`src/rtl/lab_2_sweep_driver_if.sv`:
```
// Bundle between the sweep driver and the world around it: the lab_2 operand
// lines (a, b, c), lab_2's answers (y_in, x_in), the sweep request and the
// captured truth table.
//
// Modports:
//   master - the sweep driver: consumes start/y_in/x_in, drives everything else.
//   slave  - whoever requests sweeps and models/hosts lab_2.
interface lab_2_sweep_driver_if;
  logic        start;
  logic        a;
  logic        b;
  logic        c;
  logic        y_in;
  logic        x_in;
  logic        busy;
  logic        done;
  logic [2:0]  vec_idx;
  logic [15:0] result;

  modport master (
    input  start,
    input  y_in,
    input  x_in,
    output a,
    output b,
    output c,
    output busy,
    output done,
    output vec_idx,
    output result
  );

  modport slave (
    output start,
    output y_in,
    output x_in,
    input  a,
    input  b,
    input  c,
    input  busy,
    input  done,
    input  vec_idx,
    input  result
  );
endinterface

```
`src/rtl/lab_2_sweep_driver.sv`:
```
// Exhaustive stimulus driver for the lab_2 combinational block.
//
// On an accepted start it walks {a,b,c} through 0..7, holding each vector for
// DWELL cycles. On the last dwell cycle of each vector it captures lab_2's
// y/x into result[2i+1]/result[2i], then pulses done once after vector 7.
//
// Ports:
//   clk  - system clock, rising edge.
//   rst  - asynchronous, active-high reset.
//   bus  - lab_2_sweep_driver_if.master:
//            start   in   sweep request, only honoured while idle
//            y_in    in   lab_2.y
//            x_in    in   lab_2.x
//            a,b,c   out  lab_2 operands, {a,b,c} == vec_idx
//            busy    out  sweep in progress
//            done    out  one-cycle completion pulse
//            vec_idx out  current vector index
//            result  out  captured truth table, held until the next start
//
// Every output is taken straight from a flop.
module lab_2_sweep_driver #(
  parameter int unsigned DWELL = 10
) (
  input  logic                 clk,
  input  logic                 rst,
  lab_2_sweep_driver_if.master bus
);

  localparam int unsigned CntW = (DWELL > 1) ? $clog2(DWELL) : 1;
  localparam logic [CntW-1:0] CntLast = CntW'(DWELL - 1);

  typedef enum logic [1:0] {
    StIdle,
    StDrive,
    StFinish
  } state_e;

  state_e            state_q, state_d;
  logic [CntW-1:0]   cnt_q, cnt_d;
  logic [2:0]        vec_q, vec_d;
  logic              busy_q, busy_d;
  logic              done_q, done_d;
  logic [15:0]       result_q, result_d;

  logic dwell_last;
  logic vec_last;

  assign dwell_last = (cnt_q == CntLast);
  assign vec_last   = (vec_q == 3'd7);

  // State and datapath registers.
  always_ff @(posedge clk or posedge rst) begin
    if (rst) begin
      state_q  <= StIdle;
      cnt_q    <= '0;
      vec_q    <= 3'd0;
      busy_q   <= 1'b0;
      done_q   <= 1'b0;
      result_q <= 16'h0000;
    end else begin
      state_q  <= state_d;
      cnt_q    <= cnt_d;
      vec_q    <= vec_d;
      busy_q   <= busy_d;
      done_q   <= done_d;
      result_q <= result_d;
    end
  end

  // Next-state logic.
  always_comb begin
    state_d = state_q;
    unique case (state_q)
      StIdle: begin
        if (bus.start) begin
          state_d = StDrive;
        end
      end
      StDrive: begin
        if (dwell_last && vec_last) begin
          state_d = StFinish;
        end
      end
      StFinish: begin
        state_d = StIdle;
      end
      default: begin
        state_d = StIdle;
      end
    endcase
  end

  // Next values of the registered outputs.
  always_comb begin
    cnt_d    = cnt_q;
    vec_d    = vec_q;
    busy_d   = busy_q;
    done_d   = 1'b0;
    result_d = result_q;
    unique case (state_q)
      StIdle: begin
        busy_d = 1'b0;
        if (bus.start) begin
          // A new sweep wipes the previous table so unsampled slots read 0.
          vec_d    = 3'd0;
          cnt_d    = '0;
          result_d = 16'h0000;
          busy_d   = 1'b1;
        end
      end
      StDrive: begin
        busy_d = 1'b1;
        if (dwell_last) begin
          // lab_2 has had the whole dwell to settle on the current vector.
          result_d[{vec_q, 1'b1}] = bus.y_in;
          result_d[{vec_q, 1'b0}] = bus.x_in;
          cnt_d = '0;
          if (vec_last) begin
            busy_d = 1'b0;
            done_d = 1'b1;
          end else begin
            vec_d = vec_q + 3'd1;
          end
        end else begin
          cnt_d = cnt_q + 1'b1;
        end
      end
      StFinish: begin
        // Operands stay on vector 7 through this cycle and return to 0 on exit.
        vec_d  = 3'd0;
        cnt_d  = '0;
        busy_d = 1'b0;
      end
      default: begin
        vec_d  = 3'd0;
        cnt_d  = '0;
        busy_d = 1'b0;
      end
    endcase
  end

  assign bus.a       = vec_q[2];
  assign bus.b       = vec_q[1];
  assign bus.c       = vec_q[0];
  assign bus.vec_idx = vec_q;
  assign bus.busy    = busy_q;
  assign bus.done    = done_q;
  assign bus.result  = result_q;

endmodule

```
`src/flat_wrapper.sv`:
```
// flat-port wrapper written by rule: the top's interface ports become plain ports
module lab_2_sweep_driver_flat 
#(
  parameter int unsigned DWELL = 10
)
  (clk, rst, bus_start, bus_y_in, bus_x_in, bus_a, bus_b, bus_c, bus_busy, bus_done, bus_vec_idx, bus_result);
  lab_2_sweep_driver_if bus_i ();
  input  logic clk;
  input  logic rst;
  input wire logic [$bits(bus_i.start)-1:0] bus_start;
  input wire logic [$bits(bus_i.y_in)-1:0] bus_y_in;
  input wire logic [$bits(bus_i.x_in)-1:0] bus_x_in;
  output wire logic [$bits(bus_i.a)-1:0] bus_a;
  output wire logic [$bits(bus_i.b)-1:0] bus_b;
  output wire logic [$bits(bus_i.c)-1:0] bus_c;
  output wire logic [$bits(bus_i.busy)-1:0] bus_busy;
  output wire logic [$bits(bus_i.done)-1:0] bus_done;
  output wire logic [$bits(bus_i.vec_idx)-1:0] bus_vec_idx;
  output wire logic [$bits(bus_i.result)-1:0] bus_result;
  assign bus_i.start = bus_start;
  assign bus_i.y_in = bus_y_in;
  assign bus_i.x_in = bus_x_in;
  assign bus_a = bus_i.a;
  assign bus_b = bus_i.b;
  assign bus_c = bus_i.c;
  assign bus_busy = bus_i.busy;
  assign bus_done = bus_i.done;
  assign bus_vec_idx = bus_i.vec_idx;
  assign bus_result = bus_i.result;
  lab_2_sweep_driver #(.DWELL(DWELL)) u_core (.clk(clk), .rst(rst), .bus(bus_i));
endmodule
```
`config.mk`:
```
export PLATFORM = sky130hd
export DESIGN_NAME = lab_2_sweep_driver_flat
export DESIGN_NICKNAME = d
export VERILOG_FILES = /design/src/rtl/lab_2_sweep_driver_if.sv /design/src/rtl/lab_2_sweep_driver.sv /design/src/flat_wrapper.sv
export SDC_FILE = /design/constraint.sdc
export NUM_CORES = 1
export LEC_CHECK = 0
export BUFFER_PORTS_ARGS = -buffer_cell sky130_fd_sc_hd__buf_2
export CORE_ASPECT_RATIO = 0.8
export CORE_UTILIZATION = 34
export CTS_BUF_LIST = sky130_fd_sc_hd__clkbuf_8
export DETAILED_ROUTE_END_ITERATION = 6
export PLACE_DENSITY_LB_ADDON = 0.1
export SLEW_MARGIN = 20
export SYNTH_ARGS = -nofsm -noshare
export SYNTH_HDL_FRONTEND = slang
export SYNTH_SLANG_ARGS = --single-unit
export TNS_END_PERCENT = 5
```
`constraint.sdc`:
```
create_clock -name clk -period 1.4 [get_ports clk]
set_clock_uncertainty 0.05 [all_clocks]
set_input_delay 0.07 -clock clk [delete_from_list [all_inputs] [get_ports clk]]
set_output_delay 0.07 -clock clk [all_outputs]
set_load 0.005 [all_outputs]
```
==> run_summary.xml <==
<?xml version="1.0" encoding="UTF-8"?>
<metrics>
  <group name="cts">
    <metric name="worst_skew_pair.late_latency" unit="ns">0.28</metric>
    <metric name="cts-htree-levels" unit="">1</metric>
    <metric name="clock_input_transition_at_the_sequential_cells_of_the_worst_setup_and_hold_paths" unit="ns">0.09</metric>
    <metric name="clockBufferDepth" unit="">2</metric>
    <metric name="clock-root-buffer" unit="">sky130_fd_sc_hd__clkbuf_8</metric>
    <metric name="cts_tree" unit="">built</metric>
    <metric name="clock_sink_count" unit="">27</metric>
    <metric name="clock_buffers_created_by_tritoncts" unit="">3</metric>
  </group>
  <group name="floorplan">
    <metric name="core.rowCount" unit="">20</metric>
    <metric name="io_pins" unit="">29</metric>
    <metric name="die_height" unit="um">59.50</metric>
    <metric name="fp.dieW" unit="um">73.88</metric>
    <metric name="floorplan.initialDensity" unit="">0.3623</metric>
    <metric name="fp.dieArea" unit="um2">4396</metric>
    <metric name="design.core.area" unit="um2">3879</metric>
  </group>
  <group name="finish">
    <metric name="instances_no_fill" unit="">248</metric>
    <metric name="ff_latch_area" unit="um2">680.7</metric>
    <metric name="diodes" unit="">0</metric>
    <metric name="utilization" unit="">0.5203</metric>
    <metric name="fin_nets" unit="">203</metric>
    <metric name="drive_above_1_share" unit="">0.5078</metric>
    <metric name="final_cell_mix" unit="">28 x sky130_fd_sc_hd__buf_2, 28 x sky130_fd_sc_hd__buf_4, 23 x sky130_fd_sc_hd__dfrtp_1</metric>
    <metric name="multi_input_comb_area" unit="um2">724.4</metric>
    <metric name="area_grow_syn2layout" unit="%">43.63</metric>
    <metric name="num-fill-cells" unit="">361</metric>
  </group>
  <group name="pwr">
    <metric name="static-leakage-power" unit="nW">0.9754</metric>
    <metric name="sequentialPowerShare" unit="">0.349</metric>
    <metric name="cell_internal_pwr" unit="mW">2.267</metric>
    <metric name="comb_power_share" unit="">0.522</metric>
    <metric name="p_switching" unit="mW">1.277</metric>
    <metric name="power.switching_fraction" unit="">0.3602</metric>
    <metric name="power-per-cell-area" unit="nW/um2">1756</metric>
    <metric name="vdd_drop_max" unit="mV">1.030</metric>
    <metric name="totalPowerFinal" unit="mW">3.544</metric>
    <metric name="pwr-share-clk" unit="">0.129</metric>
  </group>
  <group name="timing">
    <metric name="finalSetupViolations" unit="">20</metric>
    <metric name="post_route_fraction_of_the_period_consumed_by_the_critical_path" unit="">1.109</metric>
    <metric name="slew_headroom" unit="">0.7671</metric>
    <metric name="final_hold_viol_count" unit="">0</metric>
    <metric name="layout_setup_ws" unit="ns">-0.1522</metric>
    <metric name="max_slew_vio_count" unit="">0</metric>
    <metric name="max_clk_rate" unit="GHz">0.6442</metric>
    <metric name="fin_crit" unit="ns">1.552</metric>
    <metric name="max_slew.worst_pin.slew" unit="ns">0.3494</metric>
    <metric name="rsz0062_at_grt" unit="">true</metric>
  </group>
  <group name="place">
    <metric name="buffer_ports.inserted" unit="">28</metric>
    <metric name="placement.setup.worst_slack" unit="ns">-0.2123</metric>
    <metric name="place_congestion" unit="">0.7457</metric>
    <metric name="dp.final_hpwl" unit="um">2443</metric>
    <metric name="place_inst" unit="">236</metric>
  </group>
  <group name="detailed_routing">
    <metric name="detail_route.first_pass.iterations" unit="">4</metric>
    <metric name="drc" unit="">0</metric>
    <metric name="postRouteAntennaNets" unit="">0</metric>
    <metric name="drt-wirelength-per-cell" unit="um">14.35</metric>
    <metric name="vias_after_detailed_routing" unit="">1237</metric>
    <metric name="totalWireLength" unit="um">3559</metric>
    <metric name="route.detailed.vias_per_inst" unit="">4.988</metric>
    <metric name="initialDrtViolationCount" unit="">46</metric>
  </group>
  <group name="setup_path">
    <metric name="max_stage_delay" unit="ns">0.39</metric>
    <metric name="critical_path.n_buffers_inverters" unit="">2</metric>
    <metric name="worst_setup_path_start_kind" unit="">flop</metric>
    <metric name="crit_path_max_fanout" unit="">4</metric>
    <metric name="timing.critical_path.max_delay_family" unit="">simple AND/OR/NAND/NOR gates</metric>
    <metric name="worst-setup-path-type" unit="">flop to flop</metric>
    <metric name="r2r.worst_path.cells" unit="">6</metric>
    <metric name="critical_path_cell_count" unit="">6</metric>
    <metric name="worstPathArrival" unit="ns">1.69</metric>
    <metric name="critical_path.cell_chain" unit="">inv_2 &gt; ha_4 &gt; buf_6 &gt; and3b_2 &gt; nand4_1 &gt; o22ai_1</metric>
    <metric name="worst_ep_required_time" unit="ns">1.54</metric>
    <metric name="worst_setup_path_end_kind" unit="">flop</metric>
    <metric name="timing.critical_path.slowest_stage_cell" unit="">sky130_fd_sc_hd__dfrtp_1</metric>
  </group>
  <group name="global_routing">
    <metric name="grt.total_usage" unit="">0.1820</metric>
    <metric name="wire_length_of_the_first_global_routing_pass" unit="um">5913</metric>
    <metric name="grt_start_max_net_pins" unit="">28</metric>
    <metric name="number_of_antenna_violations_at_the_first_check_in_global_routing" unit="">0</metric>
    <metric name="first_global_vias" unit="">1211</metric>
    <metric name="globalRouteOverflowTotal" unit="">0</metric>
  </group>
  <group name="synth">
    <metric name="postSynthAreaPerCell" unit="um2">10.26</metric>
    <metric name="asyncSetResetFlopFracSynth" unit="">1.000</metric>
    <metric name="synth_area_leaders" unit="">sky130_fd_sc_hd__dfrtp_1 48%, sky130_fd_sc_hd__o22ai_1 7.1%, sky130_fd_sc_hd__inv_1 5.6%</metric>
    <metric name="yosysTopAreaCellShare" unit="">0.4809</metric>
    <metric name="synth_nets" unit="">146</metric>
    <metric name="synthFlopType" unit="">sky130_fd_sc_hd__dfrtp_1</metric>
    <metric name="synthesis.instances" unit="">137</metric>
    <metric name="synthesis.area" unit="um2">1405</metric>
    <metric name="synth-seq-cells" unit="">27</metric>
    <metric name="synth_enable_flop_cells" unit="">0</metric>
    <metric name="synth.yosys.warnings" unit="">0</metric>
    <metric name="count_of_distinct_cell_types_in_the_synthesized_netlist" unit="">34</metric>
    <metric name="yosysSeqAreaShare" unit="">0.4809</metric>
    <metric name="netlist.top_cell.by_area" unit="">sky130_fd_sc_hd__dfrtp_1</metric>
  </group>
  <group name="hold_path">
    <metric name="worst_hold_path.num_cells" unit="">4</metric>
    <metric name="hold_class" unit="">input pin to flop</metric>
  </group>
  <group name="run_status">
    <metric name="failing_checks" unit="">negative setup slack</metric>
    <metric name="run_status" unit="">finished with violations</metric>
  </group>
  <group name="job">
    <metric name="maxCapViolations" unit="">0</metric>
  </group>
</metrics>
==> layer usage <==
layer	wire length (um)	global-route usage	vias to the layer above
met5	0	0	-
met4	40	0.04670	0
met3	118	0.04082	4
met2	1604	0.3067	31
met1	1797	0.2372	596
li1	-	-	606
==> sequential cells by signal (all words and copies together), names as in the netlist <==
name,flops
u_core.bus.done,1
u_core.state_q,2
u_core.bus.result,16
u_core.bus.busy,1
u_core.cnt_q,4
u_core.bus.vec_idx,3
==> Yosys cell counts (all sizes together) (2+ instances only) <==
library cell / n
dfrtp: 27
inv: 21
o22ai: 16
buf: 10
a221oi: 8
nand3: 6
nand3b: 5
nor2: 5
ha: 4
nand2: 4
a21oi: 3
nand2b: 3
nor2b: 3
nor3: 3
or3b: 3
a22o: 2
nand4: 2
==> metrics by stage <==
stage,area (um2),hold slack (ns),setup TNS (ns)
floorplan,1436,0.07272,-0.4350
global placement,1767,0.09090,-1.855
detailed placement,1767,0.1052,-2.622
CTS,1949,0.09304,-1.713
global route,2018,0.1239,-3.194
finish,2018,0.09871,-1.884
==> final cells by class <==
cell class,count,area share
repair buffers,62,0.2064
flip-flops and latches,27,0.3373
inverters,21,0.03906
clock inverters,1,0.003720
well taps,55,0.03410
multi-input cells,79,0.3590
clock buffers,3,0.02046
==> worst register-to-register path: stages (launching register included) <==
cell	delay (ns)
sky130_fd_sc_hd__dfrtp_1	0.39
sky130_fd_sc_hd__inv_2	0.07
sky130_fd_sc_hd__ha_4	0.17
sky130_fd_sc_hd__buf_6	0.11
sky130_fd_sc_hd__and3b_2	0.18
sky130_fd_sc_hd__nand4_1	0.25
sky130_fd_sc_hd__o22ai_1	0.26
==> worst paths after layout <==
| path | from | to | slack, ns |
|---|---|---|---|
| max | u_core.cnt_q[1] | u_core.bus.result[7] | -0.15 |
| min | bus_start | u_core.cnt_q[0] | 0.1 |
| max reg2reg | u_core.cnt_q[1] | u_core.bus.result[7] | -0.15 |
| min reg2reg | u_core.bus.result[14] | u_core.bus.result[14] | 0.47 |
| max in group asynchronous | rst | u_core.bus.vec_idx[2] | 0.67 |
| min in group asynchronous | rst | u_core.bus.busy | 0.34 |
==> timing repair <==
item | 4_1_cts | 5_1_grt
endpoints found under the hold margin | 27 | 0
hold buffers | 1 | 0
setup endpoints to repair | 22 | 27
buffers inserted | 5 | 1
resized for setup | 20 | 11
gates cloned | 1 | 0
pin swaps | 12 | 7
==> power groups by stage <==
stage | registers (mW) | clock network (mW) | logic [mW]
6_report | 1.24 | 0.457 | 1.85
5_1_grt | 1.27 | 0.498 | 2.03
4_1_cts | 1.23 | 0.474 | 1.75
3_5_place_dp | 1.24 | 0 | 1.49
3_3_place_gp | 1.22 | 0 | 1.46
2_1_floorplan | 1.22 | 0 | 0.857
==> kinds of logic after synthesis <==
family	count (synthesis)	share of synthesized area
AND/OR/NAND/NOR	39	0.1843
AO/OA/AOI/OAI	34	0.1808
buffers and inverters	32	0.1077
flip-flops	27	0.4809
adder cells (fa/ha/maj)	4	0.03562
multiplexers	1	0.01068
Note: power is estimated with default switching activity, not from simulation.
